### config.mk
export PLATFORM = sky130hd
export DESIGN_NAME = hazard_forward_ctrl
export DESIGN_NICKNAME = d
export VERILOG_FILES = /design/src/rtl/hazard_forward_ctrl.sv
export SDC_FILE = /design/constraint.sdc
export NUM_CORES = 1
export LEC_CHECK = 0
export ABC_AREA = 1
export CORE_MARGIN = 4
export CORE_UTILIZATION = 41
export CTS_BUF_LIST = sky130_fd_sc_hd__clkbuf_4 sky130_fd_sc_hd__clkbuf_8
export DETAILED_ROUTE_END_ITERATION = 10
export GPL_TIMING_DRIVEN = 0
export SETUP_SLACK_MARGIN = 0.05
export SLEW_MARGIN = 30
export SYNTH_ARGS = -nofsm -noshare
export SYNTH_HDL_FRONTEND = slang
export SYNTH_SLANG_ARGS = --single-unit
### constraint.sdc
create_clock -name clk -period 3.3 [get_ports clk]
set_clock_uncertainty 0.05 [all_clocks]
set_input_delay 0.33 -clock clk [delete_from_list [all_inputs] [get_ports clk]]
set_output_delay 0.33 -clock clk [all_outputs]
set_load 0.03 [all_outputs]
### src/rtl/hazard_forward_ctrl.sv
// Forwarding-select and load-use stall controller for the five-stage MIPS core.
// Tracks its own EX/MEM/WB destination records so outputs never depend on datapath registers.

module hfc_fwd_sel #(
  parameter int NRegBits = 5
) (
  input  logic [NRegBits-1:0] src_i,
  input  logic                ex_vld_i,
  input  logic                mem_hit_en_i,
  input  logic [NRegBits-1:0] mem_wr_i,
  input  logic                wb_hit_en_i,
  input  logic [NRegBits-1:0] wb_wr_i,
  output logic [1:0]          sel_o
);
  always_comb begin
    sel_o = 2'b00;
    if (ex_vld_i) begin
      if (mem_hit_en_i && (mem_wr_i == src_i))     sel_o = 2'b10;
      else if (wb_hit_en_i && (wb_wr_i == src_i))  sel_o = 2'b01;
    end
  end
endmodule

module hazard_forward_ctrl #(
  parameter int NRegBits  = 5,
  parameter int CountBits = 16
) (
  input  logic                 clk,
  input  logic                 reset,
  input  logic [NRegBits-1:0]  ID_Rs,
  input  logic [NRegBits-1:0]  ID_Rt,
  input  logic [NRegBits-1:0]  ID_WriteReg,
  input  logic                 ID_RegWrite,
  input  logic                 ID_MemRead,
  input  logic                 ID_Valid,
  input  logic                 Flush,
  output logic [1:0]           ForwardA,
  output logic [1:0]           ForwardB,
  output logic                 Stall,
  output logic                 Bubble,
  output logic [CountBits-1:0] StallCount
);
  typedef struct packed {
    logic [NRegBits-1:0] rs;
    logic [NRegBits-1:0] rt;
    logic [NRegBits-1:0] wr;
    logic                rw;
    logic                mr;
    logic                vld;
  } ex_rec_t;

  typedef struct packed {
    logic [NRegBits-1:0] wr;
    logic                rw;
    logic                mr;
    logic                vld;
  } mem_rec_t;

  typedef struct packed {
    logic [NRegBits-1:0] wr;
    logic                rw;
    logic                vld;
  } wb_rec_t;

  typedef enum logic {RUN, HOLD} state_t;

  ex_rec_t              ex_q, ex_d;
  mem_rec_t             mem_q;
  wb_rec_t              wb_q;
  state_t               state_q, state_d;
  logic [CountBits-1:0] cnt_q, cnt_d;
  logic                 load_use, stall_c;
  logic                 mem_hit_en, wb_hit_en;
  logic [1:0][NRegBits-1:0] fwd_src;
  logic [1:0][1:0]          fwd_sel;

  assign mem_hit_en = mem_q.vld && mem_q.rw && !mem_q.mr && (mem_q.wr != '0);
  assign wb_hit_en  = wb_q.vld && wb_q.rw && (wb_q.wr != '0);
  assign fwd_src    = {ex_q.rt, ex_q.rs};

  // One selector per EX operand: index 0 is A (rs), index 1 is B (rt)
  for (genvar g = 0; g < 2; g++) begin : g_fwd
    hfc_fwd_sel #(.NRegBits(NRegBits)) u_sel (
      .src_i        (fwd_src[g]),
      .ex_vld_i     (ex_q.vld),
      .mem_hit_en_i (mem_hit_en),
      .mem_wr_i     (mem_q.wr),
      .wb_hit_en_i  (wb_hit_en),
      .wb_wr_i      (wb_q.wr),
      .sel_o        (fwd_sel[g])
    );
  end

  assign ForwardA = fwd_sel[0];
  assign ForwardB = fwd_sel[1];

  assign load_use = ID_Valid && ex_q.vld && ex_q.mr && ex_q.rw && (ex_q.wr != '0) &&
                    ((ex_q.wr == ID_Rs) || (ex_q.wr == ID_Rt));

  always_comb begin
    state_d = RUN;
    stall_c = 1'b0;
    case (state_q)
      RUN: begin
        stall_c = load_use && !Flush;
        if (stall_c) state_d = HOLD;
      end
      HOLD:    state_d = RUN;
      default: state_d = RUN;
    endcase
  end

  // Reset also silences the combinational outputs while it is held
  assign Stall  = reset && stall_c;
  assign Bubble = reset && (stall_c || Flush);

  always_comb begin
    ex_d     = ex_q;
    ex_d.vld = 1'b0;
    if (!Bubble) begin
      ex_d.rs  = ID_Rs;
      ex_d.rt  = ID_Rt;
      ex_d.wr  = ID_WriteReg;
      ex_d.rw  = ID_RegWrite;
      ex_d.mr  = ID_MemRead;
      ex_d.vld = ID_Valid;
    end
    cnt_d = cnt_q;
    if (Stall && (cnt_q != '1)) cnt_d = cnt_q + CountBits'(1);
  end

  always_ff @(posedge clk) begin
    if (!reset) begin
      ex_q    <= '0;
      mem_q   <= '0;
      wb_q    <= '0;
      state_q <= RUN;
      cnt_q   <= '0;
    end else begin
      ex_q    <= ex_d;
      mem_q   <= '{wr: ex_q.wr, rw: ex_q.rw, mr: ex_q.mr, vld: ex_q.vld};
      wb_q    <= '{wr: mem_q.wr, rw: mem_q.rw, vld: mem_q.vld};
      state_q <= state_d;
      cnt_q   <= cnt_d;
    end
  end

  assign StallCount = cnt_q;
endmodule
==> run summary <==
CTS buffer count = 5
Die extent in x = 87.0 um
Post-synthesis mux area share = 0%
Die Ht = 87.0 um
P_leak = 1.53 nW
Cts hold-fix bufs = 0
Post-CTS Setup Bufs = 0
Total Power = 1.12 mW
Number of diodes = 0
First-pass GRT wire length = 10.1 mm
Crit. End Element = primary output
Clock transition at the registers of the reported paths = 80 ps
DRT iter0 DRCs = 86
I/O pin cnt = 43
Syn_nets = 397
Clk sink count = 50
Req. time, crit path = 2920 ps
Syn Inst Count = 375
Simple-gate share of the synthesized area = 31.9%
Vias in the first global route = 2,156
CP startpoint kind = input pin
Critical path fanouts, max = 10
Final setup fails = 0
Critical path class = input pin to primary output
Initial antenna violation count = 0
PwrDens = 354 nW/um^2
Area share of fa/ha/maj cells after synthesis = 0.489%
Tcrit/Tclk final = 89.5%
Final Hold Viols = 0
GR Overflow Total = 0
FF-to-FF Start = StallCount[1]
Worst slew pin tran = 494 ps
#FFs+latches synth = 50
Commonest non-fill, non-tap cell in the layout = nand2_1
Die area = 7570 sq um
Hold crit path type = flip-flop to flip-flop
Mapped cell area = 2560 sq um
Area grow syn2layout = 23.3%
Min Tclk post-route = 2950 ps
Largest family of logic cells by synthesized area = simple AND/OR/NAND/NOR gates
Status = completed
Reg-to-reg setup timing slack = 1340 ps
TNS Setup = 0 ps
Clock Latency Late Sink = 290 ps
TritonCTS clock tree = built
Unrepaired setup endpoints after global routing = no
Total routed wirelength = 5.99 mm
Post-CTS sizing = 0
DPL Wire Length = 4.59 mm
GP Congestion = 0.900
CORE AREA = 5990 sq um
Post-synthesis sequential area ratio = 39.1%
TritonRoute pass-1 iters = 4
Peak supply drop = 0.000232 V
Initial Utilization = 42.7%
Crit path from = ID_Rt[4]
Synth cell types = 32
H-tree lvl count = 2
FF-to-FF path depth = 8
Clock Tree Root = clkbuf_8
Commonest cells after routing, fill and taps aside = nand2_1, inv_1, dfxtp_1
Synthesized area per cell = 6.82 sq um
Hold-critical path depth = 2
Critical Path AT = 2570 ps
Synth warn = 0
Max Freq = 339 MHz
DR vias/cell = 4.70
Complex-gate fraction of the synthesized area = 8.81%
Min-delay src = mem_q[2]
GRT Total Usage = 16.7%
CTS Buffer Depth = 2
Rel. slew slack = 67.1%
Routed length per instance = 12.0 um
Layout cells sized above 1 = 7.09%
Port Buffers = 42
Antenna viol nets, final = 0
Max Slew Vio Count = 0
Drt drc = 0
Post-Synth XOR/XNOR Area = 8.56%
Std cell rows = 28
Nets = 446
Vias = 2,340
Largest net degree at the start of global routing = 14
Max_cap viols = 0
[registers in the layout, summed over array words and instances, names as in the netlist]
name        flops
mem_q           8
state_q         1
ex_q           18
wb_q            7
StallCount     16
[layer usage]
layer / vias up / global-route usage (%) / routed length, um
met5: - / 0 / 0
met4: 0 / 4.11 / 64
met3: 7 / 3.03 / 225
met2: 40 / 25.3 / 2640
met1: 1047 / 24.5 / 3070
li1: 1246 / - / -
[cell type report]
type / count / area [sq um]
Tap cell: 75 / 93.8
Fill cell: 627 / 2840
Inverter: 64 / 240
Buffer: 7 / 42.5
Sequential cell: 50 / 1000
Timing Repair Buffer: 42 / 420
Clock buffer: 6 / 82.6
Multi-Input combinational cell: 254 / 1270
[cell usage after synthesis (all sizes together)]
| library cell | count | area, sq um |
|---|---|---|
| inv | 64 | 240 |
| nand4 | 7 | 50.1 |
| o21ai | 19 | 129 |
| xnor2 | 12 | 105 |
| nand2 | 104 | 400 |
| o21bai | 1 | 7.51 |
| or2 | 2 | 12.5 |
| a31oi | 1 | 6.26 |
| xor2 | 13 | 114 |
| nor4 | 1 | 6.26 |
| dfxtp | 50 | 1000 |
| clkbuf | 3 | 12.5 |
| nand3 | 22 | 115 |
| nor3b | 2 | 15.0 |
| nor2 | 49 | 186 |
| and2 | 1 | 6.26 |
| a21oi | 13 | 76.3 |
| ha | 1 | 12.5 |
| o22ai | 1 | 6.26 |
| buf | 4 | 30.0 |
| nor3 | 5 | 25.0 |
[worst max-delay path: stages]
cell             delay (ps)
clkdlybuf4s50_1         480
inv_1                    70
nand2_1                  60
nand2_1                  50
nor2_1                  100
nand3_1                 100
nand2_2                 130
nand2_4                  90
a21oi_4                 270
buf_6                   200
clkdlybuf4s50_1         680
[final timing paths]
path,to
setup / recovery,Bubble
hold / removal,wb_q[1]
setup reg to reg,StallCount[12]
hold reg to reg,wb_q[1]
[per-stage QoR]
stage	util (%)	std cells	instance area [sq um]	hold slack, ps	setup slack (ps)
floorplan	-	375	2560	357	1500
global placement	51.3	492	3070	368	349
detailed placement	51.3	492	3070	373	328
CTS	52.7	498	3150	385	326
global route	52.7	498	3150	407	185
finish	52.7	498	3150	382	346
[where the power goes]
| group | internal (mW) | total [mW] | switching (mW) |
|---|---|---|---|
| registers | 0.621 | 0.645 | 0.0238 |
| logic | 0.0602 | 0.122 | 0.0622 |
| clock network | 0.162 | 0.349 | 0.187 |
[kinds of logic after synthesis]
group / Yosys count
fa+ha+maj: 1
buf+inv: 71
xor+xnor: 25
flops: 50
simple gates: 193
compound gates: 35
(Power assumes the default switching activity.)
